$ cat src/rtl/demuxn_buf.sv
// 1-to-2 registered demultiplexer: each word is steered by in_sel into a
// one-entry buffer on channel A or B, with a per-channel accepted-word count.
module demuxn_chan #(
    parameter int N  = 32,
    parameter int CW = 8
) (
    input  logic          clk,
    input  logic          rst_n,
    input  logic          load,
    input  logic [N-1:0]  load_data,
    input  logic          ready,
    output logic [N-1:0]  data,
    output logic          valid,
    output logic [CW-1:0] count
);
    typedef enum logic {EMPTY, FULL} state_t;
    state_t state;

    always_ff @(posedge clk) begin
        if (!rst_n) begin
            state <= EMPTY;
            data  <= '0;
            count <= '0;
        end else if (load) begin
            // A load always leaves the buffer FULL, even when it drains in the same cycle
            state <= FULL;
            data  <= load_data;
            count <= count + 1'b1;
        end else if (state == FULL && ready) begin
            state <= EMPTY;
        end
    end

    assign valid = (state == FULL);
endmodule

module demuxn_buf #(
    parameter int N  = 32,
    parameter int CW = 8
) (
    input  logic          clk,
    input  logic          rst_n,
    input  logic [N-1:0]  in_data,
    input  logic          in_sel,
    input  logic          in_valid,
    output logic          in_ready,
    output logic [N-1:0]  a_data,
    output logic          a_valid,
    input  logic          a_ready,
    output logic [N-1:0]  b_data,
    output logic          b_valid,
    input  logic          b_ready,
    output logic [CW-1:0] a_count,
    output logic [CW-1:0] b_count
);
    logic accept;
    logic load_a;
    logic load_b;

    // Held low in reset so no producer handshake completes while state is discarded
    assign in_ready = rst_n && (in_sel ? (!b_valid || b_ready) : (!a_valid || a_ready));
    assign accept   = in_valid && in_ready;
    assign load_a   = accept && !in_sel;
    assign load_b   = accept && in_sel;

    demuxn_chan #(.N(N), .CW(CW)) u_chan_a (
        .clk       (clk),
        .rst_n     (rst_n),
        .load      (load_a),
        .load_data (in_data),
        .ready     (a_ready),
        .data      (a_data),
        .valid     (a_valid),
        .count     (a_count)
    );

    demuxn_chan #(.N(N), .CW(CW)) u_chan_b (
        .clk       (clk),
        .rst_n     (rst_n),
        .load      (load_b),
        .load_data (in_data),
        .ready     (b_ready),
        .data      (b_data),
        .valid     (b_valid),
        .count     (b_count)
    );
endmodule

$ cat config.mk
export PLATFORM = sky130hd
export DESIGN_NAME = demuxn_buf
export DESIGN_NICKNAME = d
export VERILOG_FILES = /design/src/rtl/demuxn_buf.sv
export SDC_FILE = /design/constraint.sdc
export NUM_CORES = 1
export LEC_CHECK = 0
export ABC_AREA = 1
export BUFFER_PORTS_ARGS = -buffer_cell sky130_fd_sc_hd__buf_2
export CAP_MARGIN = 10
export CELL_PAD_IN_SITES_DETAIL_PLACEMENT = 0
export CELL_PAD_IN_SITES_GLOBAL_PLACEMENT = 1
export CORE_MARGIN = 2
export CORE_UTILIZATION = 35
export DETAILED_ROUTE_END_ITERATION = 10
export PLACE_DENSITY = 0.93
export SLEW_MARGIN = 20
export SYNTH_ARGS = -nofsm -noshare
export SYNTH_HDL_FRONTEND = slang
export SYNTH_SLANG_ARGS = --single-unit
export TNS_END_PERCENT = 1
$ cat constraint.sdc
create_clock -name clk -period 1.7 [get_ports clk]
set_input_delay 0.17 -clock clk [delete_from_list [all_inputs] [get_ports clk]]
set_output_delay 0.17 -clock clk [all_outputs]
set_load 0.03 [all_outputs]
==> results.sh, run 1 <==
export IMPL_status="complete, no violations"
export IMPL_design_area_um2=4010
export IMPL_mappedNetlistNets=443
export IMPL_path_clk_slew_ns=0.08
export IMPL_cts_tree="yes"
export IMPL_syn_avg_cell_area_um2=7.68
export IMPL_hold_end="u_chan_b.data[18]"
export IMPL_synth_cell_types=24
export IMPL_drc=0
export IMPL_ant_nets=0
export IMPL_swShare=0.269
export IMPL_reg2reg_to="u_chan_b.count[4]"
export IMPL_postCtsResizedCells=0
export IMPL_powerDensity_nw_per_um2=988
export IMPL_required_ns=1.53
export IMPL_ys_seq_area_frac=0.531
export IMPL_cts_buffer_depth=2
export IMPL_fp_row_count=34
export IMPL_hold_path_startpoint="in_data[18]"
export IMPL_start_kind="register"
export IMPL_cp_end_kind="primary output"
export IMPL_timing_hold_violations_final=0
export IMPL_combPwrFrac=0.124
export IMPL_rsz0062_at_grt="no"
export IMPL_hp_class="input pin to register"
export IMPL_synth_ff_type="dfxtp_1"
export IMPL_fin_worst_skew_ns=0.00441
export IMPL_first_pass_iters=4
export IMPL_cts_num_sinks=82
export IMPL_cts_root_buf="clkbuf_8"
export IMPL_async_flop_share=0
export IMPL_post_cts_buffers=0
export IMPL_die_width_um=98.0
export IMPL_syn_cell_area_um2=3090
export IMPL_slew_headroom=0.789
export IMPL_drv_slew=0
export IMPL_worst_path_buf_inv=1
export IMPL_grt_overflow=0
export IMPL_path_cells="nand2_1 -> nor2_1 -> nor2_4 -> buf_2"
export IMPL_finalNonFillerCells=636
export IMPL_p_leak_nw=1.83
export IMPL_ir_drop_uv=464
export IMPL_setup_violations=0
export IMPL_drtIter0Drc=93
export IMPL_fp_dieArea_um2=9610
export IMPL_ios=121
export IMPL_layout_nets=563
export IMPL_power_frac_clock=0.364
export IMPL_placed_area_um2=3800
export IMPL_grt_usage=0.169
export IMPL_cp_max_fo=3
export IMPL_crit_type="register to primary output"
export IMPL_fmax_ghz=0.713
export IMPL_cts_buffers=9
export IMPL_maxCapViolCount=0
export IMPL_critPathMaxStageDelay_ns=0.36
export IMPL_place_inst=620
export IMPL_intPower_mw=2.89
export IMPL_grt_max_degree=30
export IMPL_grt_pass1_wl_mm=13.1
export IMPL_avgRoutedWirePerCell_um=12.7
export IMPL_cp_arrival_ns=1.23
export IMPL_n_antenna_cell=0
export IMPL_synth_warnings=0
export IMPL_synthCells=403
export IMPL_min_period_ns=1.40
export IMPL_grt_pass1_vias=2825
export IMPL_initial_core_util=0.358
export IMPL_drive_gt1_frac=0.294
export IMPL_num_vias=2957
export IMPL_netlist_top_cells_area="dfxtp_1 53%, nand2_1 12%, nor2_1 9.8%, a21oi_1 7.3%, o21ai_0 6.1%"
export IMPL_synth_top_cell_area_share=0.531
export IMPL_hpwl_mm=5.93
export IMPL_htree_num_levels=3
export IMPL_port_buffers=120
export IMPL_insertion_delay_ns=0.34
export IMPL_yosys_top_cells_count="95 x nand2_1, 82 x dfxtp_1, 81 x nor2_1, 45 x a21oi_1, 38 x o21ai_0"
export IMPL_critPathTopFamily="flip-flops"
export IMPL_totalWireLength_mm=8.06
export IMPL_reg2reg_depth=7
export IMPL_hold_buffers=0
export IMPL_setup_tns_ns=0
export IMPL_die_y_um=98.0
export IMPL_yosysTopAreaCell="dfxtp_1"
export IMPL_synth_edff_count=0
export IMPL_crit_start="u_chan_a.valid"
export IMPL_syn_to_final_growth_pct=29.4
export IMPL_switching_power_mw=1.07
export IMPL_yosysMostFrequentCell="nand2_1"
export IMPL_core_um2=8640
export IMPL_r2r_slack_ns=0.37
export IMPL_vias_per_cell=4.65
export IMPL_ys_ff_latch=82
export IMPL_power_frac_seq=0.512
export IMPL_holdPathStages=3
export IMPL_worst_pin_slew_ns=0.317
export IMPL_slowest_stage="dfxtp_1"
export IMPL_fin_crit_sh=0.825
export IMPL_gp_congestion=0.834
export IMPL_antenna_found_initial=0
export IMPL_reg2reg_from="u_chan_b.valid"
==> registers in the layout (all words and copies together), names as in the netlist <==
| register | count |
|---|---|
| u_chan_a.data | 32 |
| u_chan_b.data | 32 |
| u_chan_a.count | 8 |
| u_chan_b.count | 8 |
| u_chan_a.valid | 1 |
| u_chan_b.valid | 1 |
==> worst min-delay path: cells and delay by family <==
kind                   cells  cell delay [ns]
buffers and inverters      1             0.10
and+or+nand+nor            1             0.05
AOI/OAI and AO/OA          1             0.05
==> cell families (layout without fill, tap and decap cells) <==
| logic type | Yosys count | count (layout) | share of synthesized area |
|---|---|---|---|
| AO/OA/AOI/OAI | 83 | 83 | 0.134 |
| AND/OR/NAND/NOR | 198 | 198 | 0.264 |
| XOR/XNOR | 4 | 4 | 0.0113 |
| adder cells (fa/ha/maj) | 2 | 2 | 0.00809 |
| flip-flops | 82 | 82 | 0.531 |
| buffers and inverters | 34 | 159 | 0.0522 |
==> through the flow <==
stage | worst slack, ns | power [mW] | hold WS, ns | util
floorplan | 0.239 | 2.39 | 0.314 | -
global placement | 0.425 | 2.56 | 0.434 | 0.440
detailed placement | 0.366 | 2.57 | 0.438 | 0.440
CTS | 0.258 | 4.01 | 0.0524 | 0.464
global route | 0.222 | 4.14 | 0.0660 | 0.464
finish | 0.297 | 3.96 | 0.0726 | 0.464
==> how the worst max path moves through the flow <==
stage / end / slack [ns] / cells after the start
4_1_cts: in_ready / 0.26 / 4
3_3_place_gp: u_chan_a.data[0] / 0.43 / 10
6_report: in_ready / 0.30 / 4
3_5_place_dp: u_chan_a.data[4] / 0.37 / 8
2_1_floorplan: u_chan_a.count[0] / 0.24 / 8
5_1_grt: in_ready / 0.22 / 4
==> layout by cell type (no fill, tap or decap), drive strengths merged <==
master,n
nor2,83
nor3,2
nand2,95
bufinv,1
clkinv,6
nand3b,2
clkinvlp,1
inv,8
ha,2
buf,132
xnor2,2
o21ai,38
xor2,2
nand4,3
dfxtp,82
clkbuf,11
a21oi,45
nand3,13
==> per-layer routing <==
metal,track usage,vias up,share of wire
met1,0.203,1327,0.43
met4,0.0726,0,0.014
met5,0,-,0
met3,0.0537,11,0.068
li1,-,1535,-
met2,0.277,84,0.48
==> layout make-up <==
| cell class | count | area (um2) |
|---|---|---|
| Tap cell | 108 | 135 |
| Timing Repair Buffer | 132 | 691 |
| Clock inverter | 5 | 52.6 |
| Multi-Input combinational cell | 287 | 1290 |
| Sequential cell | 82 | 1640 |
| Clock buffer | 11 | 151 |
| Inverter | 11 | 42.5 |
| Fill cell | 894 | 4630 |
==> power by group through the flow <==
stage / clock network [mW] / registers, mW / logic [mW]
2_1_floorplan: 0 / 2.21 / 0.178
3_3_place_gp: 0 / 2.07 / 0.490
3_5_place_dp: 0 / 2.07 / 0.498
4_1_cts: 1.48 / 2.03 / 0.498
5_1_grt: 1.56 / 2.04 / 0.542
6_report: 1.44 / 2.03 / 0.491
No activity file was read; power rests on OpenSTA's default activity.
==> run 2: changes to the inputs <==
CORE_UTILIZATION = 34   (was 35)
PLACE_DENSITY = 0.91   (was 0.93)
clock period = 1.4 ns   (was 1.7 ns; I/O delays follow)
==> results.sh, run 2 (synthesized netlist as in run 1, its figures left out) <==
export IMPL_combPwrFrac=0.123
export IMPL_multi_input_area_um2=1290
export IMPL_register_area_um2=1650
export IMPL_hp_class="input pin to register"
export IMPL_setup_violations=0
export IMPL_gp_congestion=0.826
export IMPL_grt_max_degree=43
export IMPL_cts_tree="yes"
export IMPL_reg2reg_to="u_chan_a.data[0]"
export IMPL_layout_nets=565
export IMPL_fin_crit_sh=0.949
export IMPL_n_antenna_cell=0
export IMPL_reg2reg_depth=7
export IMPL_grt_pass1_wl_mm=13.2
export IMPL_holdPathStages=3
export IMPL_status="complete, no violations"
export IMPL_htree_num_levels=3
export IMPL_path_cells="nand3_1 -> nand2_1 -> nor2_4 -> buf_6"
export IMPL_syn_to_final_growth_pct=31.7
export IMPL_rsz0062_at_grt="yes"
export IMPL_grt_pass1_vias=2706
export IMPL_initial_core_util=0.353
export IMPL_ir_drop_uv=623
export IMPL_cp_max_fo=3
export IMPL_power_frac_clock=0.381
export IMPL_hold_end="u_chan_b.data[1]"
export IMPL_worst_hold_slack_ns=0.0376
export IMPL_intPower_mw=3.67
export IMPL_start_kind="register"
export IMPL_reg2reg_from="u_chan_b.valid"
export IMPL_antenna_found_initial=0
export IMPL_vias_per_cell=4.72
export IMPL_slew_headroom=0.809
export IMPL_cp_arrival_ns=1.19
export IMPL_cts_buffer_depth=2
export IMPL_port_buffers=120
export IMPL_maxCapViolCount=0
export IMPL_required_ns=1.26
export IMPL_die_width_um=99.4
export IMPL_cts_buffers=9
export IMPL_fmax_ghz=0.753
export IMPL_timing_hold_violations_final=0
export IMPL_slowest_stage="dfxtp_2"
export IMPL_fp_dieArea_um2=9880
export IMPL_insertion_delay_ns=0.35
export IMPL_dp_slack_ns=0.0812
export IMPL_die_y_um=99.4
export IMPL_crit_type="register to primary output"
export IMPL_path_clk_slew_ns=0.09
export IMPL_place_inst=622
export IMPL_grt_overflow=0
export IMPL_hpwl_mm=5.97
export IMPL_ant_nets=0
export IMPL_avgRoutedWirePerCell_um=13.0
export IMPL_p_leak_nw=1.85
export IMPL_fin_ws_ns=0.0718
export IMPL_swShare=0.262
export IMPL_drtIter0Drc=146
export IMPL_layout_commonest_cell="buf_2"
export IMPL_grt_usage=0.168
export IMPL_first_pass_iters=4
export IMPL_fp_row_count=34
export IMPL_cts_num_sinks=82
export IMPL_hold_buffers=0
export IMPL_r2r_slack_ns=0.10
export IMPL_switching_power_mw=1.30
export IMPL_min_period_ns=1.33
export IMPL_num_vias=3014
export IMPL_totalWireLength_mm=8.31
export IMPL_drive_gt1_frac=0.300
export IMPL_hold_path_startpoint="in_data[1]"
export IMPL_finalNonFillerCells=638
export IMPL_fin_worst_skew_ns=0.0118
export IMPL_drc=0
export IMPL_worst_pin_slew_ns=0.287
export IMPL_cts_root_buf="clkbuf_8"
export IMPL_power_frac_seq=0.496
export IMPL_powerDensity_nw_per_um2=1220
export IMPL_reg_top3="u_chan_a.data: 32 flops, u_chan_b.data: 32 flops"
export IMPL_ios=121
export IMPL_nFillCells=915
export IMPL_cp_end_kind="primary output"
export IMPL_critPathMaxStageDelay_ns=0.33
export IMPL_final_util=0.465
export IMPL_core_um2=8760
export IMPL_layout_common_cells="119 x buf_2, 95 x nand2_1, 81 x nor2_1, 78 x dfxtp_1, 45 x a21oi_1"
export IMPL_drv_slew=0
run 2: cell types whose count changed in the layout (fill, tap and decap cells not counted), sizes merged:
cell / before / now
clkinv: 6 / 3
buf: 132 / 134
bufinv: 1 / 2
clkbuf: 11 / 12
clkinvlp: 1 / 2
run 2: layout make-up:
class / count / area share
Timing Repair Buffer: 134 / 0.182
Clock buffer: 12 / 0.0356
Tap cell: 108 / 0.0331
Sequential cell: 82 / 0.404
Inverter: 11 / 0.0104
Clock inverter: 4 / 0.0184
Multi-Input combinational cell: 287 / 0.317
run 2: routing by layer:
layer  routed length (um)  up-vias  global-route usage
li1                     -     1546                   -
met1                 3700     1370               0.210
met2                 3910       86               0.268
met3                  584       12              0.0541
met4                  125        0              0.0674
met5                    0        -                   0
run 2: repair_timing:
| item | CTS | global route |
|---|---|---|
| setup buffers | 0 | 0 |
| gates resized for setup | 1 | 8 |
| endpoints found under the setup margin | 1 | 15 |
run 2: per-stage QoR:
step	power, mW	setup TNS (ns)	instance area [um2]
global route	5.21	-0.0225	4080
CTS	5.02	0	4070
detailed placement	3.13	0	3840
floorplan	2.90	-0.0942	3100
global placement	3.12	0	3840
finish	4.97	0	4080
run 2: worst max-delay path: cells and delay by family, from the launching register on:
family	cells	cell delay [ns]
simple gates	3	0.36
buf+inv	1	0.16
flops	1	0.33
run 2: worst max path at each step:
stage | from | end | slack, ns | depth (start not counted)
after floorplan | u_chan_b.valid | u_chan_a.data[0] | -0.008 | 7
after global routing | u_chan_b.valid | u_chan_a.data[16] | -0.02 | 7
after detailed placement | u_chan_b.valid | u_chan_a.data[29] | 0.08 | 7
after CTS | u_chan_b.valid | in_ready | 0.04 | 4
after global placement | rst_n | u_chan_a.count[2] | 0.15 | 6
final | u_chan_b.valid | in_ready | 0.07 | 4
run 2: power by group through the flow:
stage          sequential (mW)  clock [mW]  combinational (mW)
2_1_floorplan             2.68           0               0.217
3_3_place_gp              2.52           0               0.607
3_5_place_dp              2.52           0               0.615
4_1_cts                   2.47        1.94               0.618
5_1_grt                   2.48        2.06               0.673
6_report                  2.47        1.89               0.614
==> run 3: changes to the inputs <==
CORE_UTILIZATION = 35   (was 34)
PLACE_DENSITY = 0.93   (was 0.91)
clock period = 1.6 ns   (was 1.4 ns; I/O delays follow)
==> results.sh, run 3 (synthesized netlist as in run 1, its figures left out) <==
export IMPL_ant_nets=0
export IMPL_num_vias=2985
export IMPL_grt_pass1_vias=2749
export IMPL_holdPathStages=3
export IMPL_n_antenna_cell=0
export IMPL_cp_arrival_ns=1.22
export IMPL_postCtsResizedCells=0
export IMPL_reg_top3="u_chan_a.data: 32 flops, u_chan_b.data: 32 flops"
export IMPL_post_cts_buffers=0
export IMPL_fp_dieArea_um2=9610
export IMPL_status="complete, no violations"
export IMPL_vias_per_cell=4.69
export IMPL_cts_num_sinks=82
export IMPL_antenna_found_initial=0
export IMPL_hold_path_startpoint="in_data[19]"
export IMPL_avgRoutedWirePerCell_um=12.7
export IMPL_start_kind="register"
export IMPL_critPathMaxStageDelay_ns=0.33
export IMPL_total_power_mw=4.14
export IMPL_worst_path_buf_inv=1
export IMPL_drc=0
export IMPL_reg2reg_depth=7
export IMPL_die_width_um=98.0
export IMPL_path_clk_slew_ns=0.09
export IMPL_reg2reg_from="u_chan_b.count[0]"
export IMPL_initial_core_util=0.358
export IMPL_cts_tree="yes"
export IMPL_cts_buffers=9
export IMPL_setup_violations=0
export IMPL_layout_commonest_cell="buf_2"
export IMPL_gp_congestion=0.811
export IMPL_crit_start="u_chan_b.valid"
export IMPL_cp_max_fo=3
export IMPL_powerDensity_nw_per_um2=1040
export IMPL_worst_pin_slew_ns=0.348
export IMPL_grt_usage=0.166
export IMPL_fp_row_count=34
export IMPL_path_cells="nand3_1 -> nand2_1 -> nor2_4 -> buf_2"
export IMPL_first_pass_iters=4
export IMPL_fin_worst_skew_ns=0.00970
export IMPL_ir_drop_uv=478
export IMPL_drv_slew=0
export IMPL_layout_common_cells="120 x buf_2, 95 x nand2_1, 82 x dfxtp_1, 81 x nor2_1, 45 x a21oi_1"
export IMPL_cp_end_kind="primary output"
export IMPL_drive_gt1_frac=0.289
export IMPL_crit_type="register to primary output"
export IMPL_cp_depth=4
export IMPL_setup_tns_ns=0
export IMPL_ios=121
export IMPL_min_period_ns=1.38
export IMPL_wl_met2_mm=3.93
export IMPL_cts_buffer_depth=2
export IMPL_drtIter0Drc=104
export IMPL_fin_ws_ns=0.217
export IMPL_insertion_delay_ns=0.35
export IMPL_cts_root_buf="clkbuf_8"
export IMPL_core_um2=8640
export IMPL_slowest_stage="dfxtp_1"
export IMPL_hold_buffers=0
export IMPL_grt_max_degree=31
export IMPL_totalWireLength_mm=8.06
export IMPL_syn_to_final_growth_pct=29.2
export IMPL_placed_area_um2=3810
export IMPL_die_y_um=98.0
export IMPL_dp_slack_ns=0.295
export IMPL_timing_hold_violations_final=0
export IMPL_critPathTopFamily="flip-flops"
export IMPL_slew_headroom=0.768
export IMPL_port_buffers=120
export IMPL_layout_nets=564
export IMPL_nFillCells=887
export IMPL_htree_num_levels=3
export IMPL_grt_overflow=0
export IMPL_drt_met1_wl_mm=3.52
export IMPL_required_ns=1.44
export IMPL_grt_pass1_wl_mm=13.1
export IMPL_route_met3_wl_um=507
export IMPL_fin_crit_sh=0.864
export IMPL_p_leak_nw=1.81
export IMPL_rsz0062_at_grt="no"
export IMPL_top_layer="met4"
export IMPL_hpwl_mm=5.92
export IMPL_maxCapViolCount=0
export IMPL_hp_class="input pin to register"
export IMPL_design_area_um2=4000
export IMPL_fmax_ghz=0.723
-- run 3: cell count changes in the layout (fill, tap and decap cells not counted), moves of 2 or more --
cell | previous run | this run
o21ai_1 | 5 | 0
o21ai_0 | 33 | 38
dfxtp_1 | 78 | 82
dfxtp_2 | 4 | 0
buf_4 | 11 | 13
buf_6 | 2 | 0
buf_12 | 2 | 0
-- run 3: cell type report --
type	count	area, um2	share of cell area
clock buffers	12	135	0.0338
clock inverters	4	52.6	0.0131
inverters	11	42.5	0.0106
multi-input cells	287	1290	0.323
flip-flops and latches	82	1640	0.411
well taps	108	135	0.0338
repair buffers	133	698	0.175
-- run 3: power by group --
part	internal (mW)	switching, mW
clock	0.724	0.740
combinational	0.163	0.359
sequential	2.11	0.0414
-- run 3: per-stage QoR --
step                hold WS (ns)  cells   util
floorplan                  0.304    403      -
global placement           0.421    621  0.441
detailed placement         0.430    621  0.441
CTS                       0.0450    637  0.463
global route              0.0484    637  0.463
finish                    0.0627    637  0.463
-- run 3: worst paths after layout --
path	endpoint	slack [ns]
setup / recovery	in_ready	0.22
hold / removal	u_chan_b.data[19]	0.06
setup reg to reg	u_chan_b.count[6]	0.27
hold reg to reg	u_chan_b.data[31]	0.47
-- run 3: per-layer routing --
layer / vias to the layer above / global-route usage
met1: 1366 / 0.201
met2: 76 / 0.276
met4: 0 / 0.0598
li1: 1534 / -
met5: - / 0
met3: 9 / 0.0551
-- run 3: worst reg2reg max path: cells and delay by family (launching register included) --
family                   cells  cell delay [ns]
AND/OR/NAND/NOR              4             0.41
flip-flops                   1             0.41
AO/OA/AOI/OAI                2             0.21
adder cells (fa/ha/maj)      1             0.22
